==> src/rtl/gcd_feeder.sv <==
// Flow-controlled front end for the gcd unit: operand FIFO, one job in flight,
// {a,b,gcd} result on a valid/ready port. Optional watchdog: GCD_FEEDER_TIMEOUT_EN.
module gcd_feeder #(
  parameter int unsigned N       = 8,
  parameter int unsigned LOGN    = 3,
  parameter int unsigned DEPTH   = 4,
  parameter int unsigned TIMEOUT = 64
) (
  input  logic                     clock,
  input  logic                     reset_n,
  input  logic                     in_valid,
  output logic                     in_ready,
  input  logic [N-1:0]             in_a,
  input  logic [N-1:0]             in_b,
  output logic                     out_valid,
  input  logic                     out_ready,
  output logic [N-1:0]             out_a,
  output logic [N-1:0]             out_b,
  output logic [N-1:0]             out_gcd,
  output logic                     out_err,
  output logic                     gcd_start,
  output logic [N-1:0]             gcd_a,
  output logic [N-1:0]             gcd_b,
  input  logic                     gcd_busy,
  input  logic [N-1:0]             gcd_o,
  output logic [$clog2(DEPTH):0]   fifo_count
);

  localparam int unsigned AW = $clog2(DEPTH);
  localparam int unsigned CW = AW + 1;

  if (LOGN != $clog2(N) || DEPTH < 2 || TIMEOUT < 1) begin : g_bad_cfg
    $error("gcd_feeder: inconsistent parameters");
  end

  typedef enum logic [1:0] {IDLE, ISSUE, WAIT, OUT} state_t;

  state_t        state, state_n;
  logic [N-1:0]  mem_a [DEPTH];
  logic [N-1:0]  mem_b [DEPTH];
  logic [AW-1:0] wr_ptr, rd_ptr;
  logic          push, pop, capture, out_clear;

  assign in_ready  = fifo_count < CW'(DEPTH);
  assign push      = in_valid && in_ready;
  assign gcd_start = (state == ISSUE);

`ifdef GCD_FEEDER_TIMEOUT_EN
  localparam int unsigned WW = $clog2(TIMEOUT + 1);
  logic [WW-1:0] wd;
  logic          fire;
`else
  assign out_err = 1'b0;
`endif

  always_comb begin
    state_n   = state;
    pop       = 1'b0;
    capture   = 1'b0;
    out_clear = 1'b0;
`ifdef GCD_FEEDER_TIMEOUT_EN
    fire      = 1'b0;
`endif
    case (state)
      // IDLE also waits out a gcd job left running across a reset
      IDLE: if (fifo_count != '0 && !gcd_busy) begin
        pop     = 1'b1;
        state_n = ISSUE;
      end
      ISSUE: if (!gcd_busy) state_n = WAIT;
      WAIT: begin
        if (!gcd_busy) begin
          capture = 1'b1;
          state_n = OUT;
        end
`ifdef GCD_FEEDER_TIMEOUT_EN
        else if (wd == WW'(TIMEOUT - 1)) begin
          fire    = 1'b1;
          state_n = OUT;
        end
`endif
      end
      OUT: if (out_ready) begin
        out_clear = 1'b1;
        state_n   = IDLE;
      end
      default: state_n = IDLE;
    endcase
  end

  always_ff @(posedge clock) begin
    if (push) begin
      mem_a[wr_ptr] <= in_a;
      mem_b[wr_ptr] <= in_b;
    end
  end

  always_ff @(posedge clock or negedge reset_n) begin
    if (!reset_n) begin
      state      <= IDLE;
      wr_ptr     <= '0;
      rd_ptr     <= '0;
      fifo_count <= '0;
      gcd_a      <= '0;
      gcd_b      <= '0;
      out_valid  <= 1'b0;
      out_a      <= '0;
      out_b      <= '0;
      out_gcd    <= '0;
    end else begin
      state      <= state_n;
      fifo_count <= fifo_count + CW'(push) - CW'(pop);
      if (push) wr_ptr <= wr_ptr + 1'b1;
      if (pop) begin
        rd_ptr <= rd_ptr + 1'b1;
        gcd_a  <= mem_a[rd_ptr];
        gcd_b  <= mem_b[rd_ptr];
      end
      if (capture) begin
        out_gcd   <= gcd_o;
        out_a     <= gcd_a;
        out_b     <= gcd_b;
        out_valid <= 1'b1;
      end
`ifdef GCD_FEEDER_TIMEOUT_EN
      if (fire) begin
        out_gcd   <= '0;
        out_a     <= gcd_a;
        out_b     <= gcd_b;
        out_valid <= 1'b1;
      end
`endif
      if (out_clear) out_valid <= 1'b0;
    end
  end

`ifdef GCD_FEEDER_TIMEOUT_EN
  // wd counts completed WAIT cycles; held at zero outside a job
  always_ff @(posedge clock or negedge reset_n) begin
    if (!reset_n) begin
      wd      <= '0;
      out_err <= 1'b0;
    end else begin
      if (state == WAIT) wd <= wd + 1'b1;
      else               wd <= '0;
      if (fire)           out_err <= 1'b1;
      else if (out_clear) out_err <= 1'b0;
    end
  end
`endif

endmodule

==> config.mk <==
export PLATFORM = sky130hd
export DESIGN_NAME = gcd_feeder
export DESIGN_NICKNAME = d
export VERILOG_FILES = /design/src/rtl/gcd_feeder.sv
export SDC_FILE = /design/constraint.sdc
export NUM_CORES = 1
export LEC_CHECK = 0
export ABC_AREA = 0
export CORE_AREA = 2 2 110 112
export CTS_BUF_LIST = sky130_fd_sc_hd__clkbuf_4 sky130_fd_sc_hd__clkbuf_8
export CTS_CLUSTER_DIAMETER = 40
export CTS_CLUSTER_SIZE = 30
export DETAILED_ROUTE_END_ITERATION = 7
export DIE_AREA = 0 0 112 114
export PLACE_DENSITY = 0.72
export SETUP_SLACK_MARGIN = 0.05
export SYNTH_ARGS = -nofsm -noshare
export SYNTH_HDL_FRONTEND = slang
export SYNTH_SLANG_ARGS = --single-unit
==> constraint.sdc <==
create_clock -name clock -period 2.35 [get_ports clock]
set_input_delay 0.47 -clock clock [delete_from_list [all_inputs] [get_ports clock]]
set_output_delay 0.47 -clock clock [all_outputs]
set_load 0.03 [all_outputs]
Word-level counts from Yosys, hierarchy flattened
Memories as Yosys holds them, arrays and structs flattened. A register that Yosys moved wholly into a read port is not among the register bits.
Index checks and enable logic that the tools add are counted.
- flip-flop bits (word level): 34
- memory bits (writable): 64
- bits of input ports: 29
- output and inout port bits: 47
- word-level logic and storage cells: 46
- memories: 2
- memory list (name ; depth ; bits a word ; rd ports ; clocked after Yosys merged registers in ; wr ports ; RTL line ; RTL):
    mem_a ; 4 ; 8 ; 1 ; 1 ; 1 ; 39 ; logic [N-1:0] mem_a [DEPTH];
    mem_b ; 4 ; 8 ; 1 ; 1 ; 1 ; 40 ; logic [N-1:0] mem_b [DEPTH];
- $add $sub $neg: 4
- magnitude comparators: 1
- eq/ne operators: 7
- mux-type cells: 15
- reduce and logical (&&, ||, !) cells: 9
- operator list (cell ; count):
    two-way mux 1 bit ; 10
    two-way mux 2 bit ; 4
    inequality test 2 bit, second input constant ; 4
    one-hot mux 2 bit (4 select lines) ; 1
    adder 2 x 1 -> 2 bit, second input constant ; 2
    equality test 2 bit, second input constant ; 2
    AND reduction 4 bit ; 1
    adder 3 x 1 -> 3 bit ; 1
    zero test 1 bit ; 3
    < comparator 3 bit, second input constant ; 1
    nonzero test 3 bit ; 1
    subtractor 3 x 1 -> 3 bit ; 1
    equality test 2 x 1 -> 1 bit, second input constant ; 1
    logical AND 1 bit ; 2
    zero test 2 bit ; 1
    nonzero test 2 bit ; 1

Longest topological paths before layout
- word-level depth: 5
- depth in mapped cells: 12
- depth with buffers taken out: 10

Worst setup path after synthesis
OpenSTA, ideal clock, no wires.
- path type: reg-to-reg
- from: reg state[0]
- to: reg fifo_count[2]
- setup time: 136 ps
- arrival: 2305 ps
- data required time: 2214 ps
- path slack: -91 ps
- stages on the path, launching flop included: 13
- buffers on the path: 2
- clock period less this slack: 2441 ps
- cells stage by stage: dfrtp_1 inv_1 ha_1 nor3b_1 buf_4 buf_6 ha_1 inv_1 ha_1 inv_1 fa_1 xnor2_1 xnor2_1
- word-level cells in the longest chain between the ends: 3
- RTL lines (element ; RTL line ; RTL):
    start: declaration ; 38 ; state_t state, state_n;
    start signal: assignment ; 111 ; state <= state_n;
    zero test 2 bit ; 64 ; case (state)
    two-way mux 1 bit ; 64 ;
    named net pop ; 42 ; logic push, pop, capture, out_clear;
    subtractor 3 x 1 -> 3 bit ; 112 ; fifo_count <= fifo_count + CW'(push) - CW'(pop);
    end signal: assignment ; 112 ;
    end: declaration ; 26 ; output logic [$clog2(DEPTH):0] fifo_count
The timed path passes the listed nets, and every way through them passes these cells.
A chain may end at the register's enable or synchronous reset.

Final worst setup path
- from: reg state[1]
- to: reg fifo_count[2]
- word-level cells in the longest chain between the ends: 3
- RTL lines (element ; RTL line):
    zero test 2 bit ; 64
    two-way mux 1 bit ; 64
    subtractor 3 x 1 -> 3 bit ; 112
Every way passes these cells.

==> parameters.txt <==
Parameter                              Value

Worst setup path
  Nature of the critical path startpoint ... flop
  Highest net fanout along the worst path ... 4
  Arrival time at the worst endpoint ... 2480 ps
  Maximum cell stage delay along the critical path ... 420 ps
  Worst Setup End Kind ... flop
  Reg2reg path depth ... 10
  Chain of cells forming the critical path ... inv_2, ha_2, nor3b_4, ha_1, inv_1, ha_1, inv_1, fa_2, xnor2_2, xnor2_1
  Critical path's slowest cell ... dfrtp_1
  Reg2reg start ... state[1]$_DFFE_PN0P_
  Reg-to-Reg End ... fifo_count[2]$_DFF_PN0_
  Worst setup path category ... flop to flop
  Endpoint required time on the critical path ... 2650 ps
  Reg2Reg Setup Slack ... 170 ps

Place
  Placement Cell Area ... 5510 um^2
  DP Cell Count ... 454
  Worst slack at placement ... -93.1 ps
  Number of input and output port buffers inserted ... 74
  Placer congestion estimate ... 0.684
  Final HPWL from detailed placement ... 5.48 mm

Drt
  DRC errors left ... 0
  Detailed-routing iteration count for the pre-antenna-repair pass ... 4
  Antenna-violating nets left ... 0
  Routed length per instance ... 16.6 um
  Vias per Instance ... 4.81
  Via count ... 2344
  Sum of routed wire length over all layers ... 8.09 mm
  Count of routing violations after the opening detailed-route iteration ... 118

Timing
  Final critical-path required period ... 2180 ps
  Final cycle utilization of the critical path ... 92.6%
  Setup violators final ... 0
  Actual transition at the worst max-transition pin ... 509 ps
  Clock Skews ... 9.64 ps
  Max Transition Viols Final ... 0
  Highest Clock Rate ... 460 MHz
  Worst Slack Setup Final ... 175 ps
  Max_slew headroom ... 66.1%
  Hold Fails Final Rpt ... 0
  Unrepaired setup endpoints after global routing ... yes

Hold path
  Launch instance of the worst min-delay path ... out_a[5]$_DFFE_PN0P_
  Hold Crit Class ... flop to flop
  End point of the most critical hold path ... out_a[5]$_DFFE_PN0P_
  Number of stages on the worst hold path ... 1

GRT
  First-pass GRT wire length ... 13.2 mm
  Total overflow reported by the global router ... 0
  Aggregate global-route resource usage ... 13.9%
  Largest net degree at the start of global routing ... 32
  Number of antenna violations at the first check in global routing ... 0
  Vias in the first global route ... 2529

Power and ir drop
  Ratio of total power to cell area ... 1400 nW/um^2
  Highest ir drop seen on vdd ... 0.604 mV
  Total power draw ... 8290 uW
  Leakage power of the design ... 0.00231 uW

Outcome
  Run status ... completed

Synth
  Instance count of the mapped netlist ... 227
  Post-Synthesis Cell Area ... 4510 um^2
  Cell type contributing the most total cell area after synthesis ... edfxtp_1
  Number of distinct library cells after synthesis ... 30
  Share of synthesized registers carrying an async set or reset ... 43.9%
  Mean instance size in the synthesized netlist ... 19.8 um^2
  Syn_nets ... 268
  Most instantiated flip-flop cell in the synthesis netlist ... edfxtp_1
  Number of register bits inferred by synthesis ... 114
  Seq/Total Area, Yosys ... 70.4%
  Yosys warns ... 0
  Share of the synthesized area in the top cell type ... 42.7%
  Main area contributors after synthesis ... edfxtp_1, dfrtp_1, mux2_2
  Number of enable-type register cells in the synthesized netlist ... 64

Clock network
  Clock tree from TritonCTS ... built
  Post-CTS setup buffer count ... 0
  Reg clk slew, reported paths ... 60 ps
  Worst-case clock buffer depth ... 2
  Num CTS Buffers ... 17
  Number of clock sinks seen by CTS ... 114
  Clock tree root driver cell ... clkbuf_8
  Max H-tree Level ... 4
  Clock latency at the later pin of the worst-skew pair ... 420 ps

Layout
  Area added between synthesis and finish ... 31.4%
  Layout Cells excl Fill ... 487
  Final Cell Area ... 5920 um^2
  Layout cell share with drive strength beyond 1 ... 31.8%
  Commonest cells after routing, fill and taps aside ... clkdlybuf4s50_1, edfxtp_1, dfrtp_1
  Final-stage net count ... 368
  Most common library cell in the layout ignoring fill and taps ... clkdlybuf4s50_1
  Post-layout util ... 50.5%
  Ant diodes ... 0

Die
  Core Rows ... 40
  Effective utilization at floorplan ... 38.5%
  Core Region ... 11700 um^2
  Die outline width ... 112 um
  Count of pins on the block boundary ... 76
  Die Y ... 114 um
  Die outline area ... 12800 um^2

Job
  Number of max-cap violations ... 0
==> cells in the mapped netlist, types with 3 or more instances <==
cell	n
ha_1	11
xnor2_1	3
dfrtp_1	50
buf_2	4
and2_1	4
mux4_1	8
mux2_2	33
edfxtp_1	64
mux2_4	8
inv_1	11
mux4_2	8
==> area by class of cell <==
cell class	count	area, um^2
well taps	147	184
fillers	977	5790
inverters	11	41.3
repair buffers	92	888
clock buffers	22	284
clock inverters	10	109
flip-flops and latches	114	3180
multi-input cells	91	1240
==> routing by layer <==
metal	up-vias	global-route usage, %	wire [um]
met1	1215	17.2	3540
li1	1060	-	-
met5	-	0	0
met4	0	6.83	135
met3	13	4.25	338
met2	56	22.5	4080
==> repair_timing <==
item,in CTS,in global routing
setup endpoints to repair,0,2
endpoints found under the hold margin,6,0
hold buffers,1,0
gates resized for setup,0,2
==> worst max-delay path: cells and delay by family (launching register included) <==
family | cells | cell delay (ps)
buffers and inverters | 3 | 200
DFF | 1 | 420
adders and majority gates | 4 | 950
and+or+nand+nor | 1 | 220
xor gates and xnor gates | 2 | 270
==> power breakdown <==
part	switching [uW]	internal, uW	total, uW
logic	1700	1700	3400
clock network	753	1020	1780
registers	369	2750	3110
==> registers in the layout, summed over array words and instances (netlist names), 2 cells and up <==
| register | flops |
|---|---|
| out_a | 8 |
| fifo_count | 3 |
| out_b | 8 |
| out_gcd | 8 |
| state | 2 |
| gcd_b | 8 |
| mem_a | 32 |
| rd_ptr | 2 |
| mem_b | 32 |
| wr_ptr | 2 |
| gcd_a | 8 |
==> worst max path at each step <==
| stage | from | endpoint | slack, ps | cells after the start |
|---|---|---|---|---|
| 2_1_floorplan | fifo_count[1]$_DFF_PN0_ | fifo_count[2]$_DFF_PN0_ | 60 | 11 |
| 3_3_place_gp | in_valid | fifo_count[2]$_DFF_PN0_ | -50 | 10 |
| 3_5_place_dp | gcd_busy | fifo_count[2]$_DFF_PN0_ | -90 | 9 |
| 4_1_cts | state[1]$_DFFE_PN0P_ | gcd_start | 60 | 3 |
| 5_1_grt | state[0]$_DFFE_PN0P_ | fifo_count[2]$_DFF_PN0_ | 6 | 10 |
| 6_report | state[1]$_DFFE_PN0P_ | fifo_count[2]$_DFF_PN0_ | 170 | 10 |
==> cell families after synthesis <==
logic type | share of synthesized area [%]
buffers and inverters | 2.80
xor gates and xnor gates | 0.972
adders and majority gates | 3.50
AOI/OAI and AO/OA | 0.805
and+or+nand+nor | 1.61
DFF | 70.4
other | 0.0832
muxes | 19.8
==> metrics by stage <==
step	hold slack [ps]	TNS, ps
after floorplan	174	0
after global placement	470	-46.4
after detailed placement	473	-98.1
after CTS	506	0
after global routing	514	0
final	503	0
Note: power is estimated with default switching activity, not from simulation.
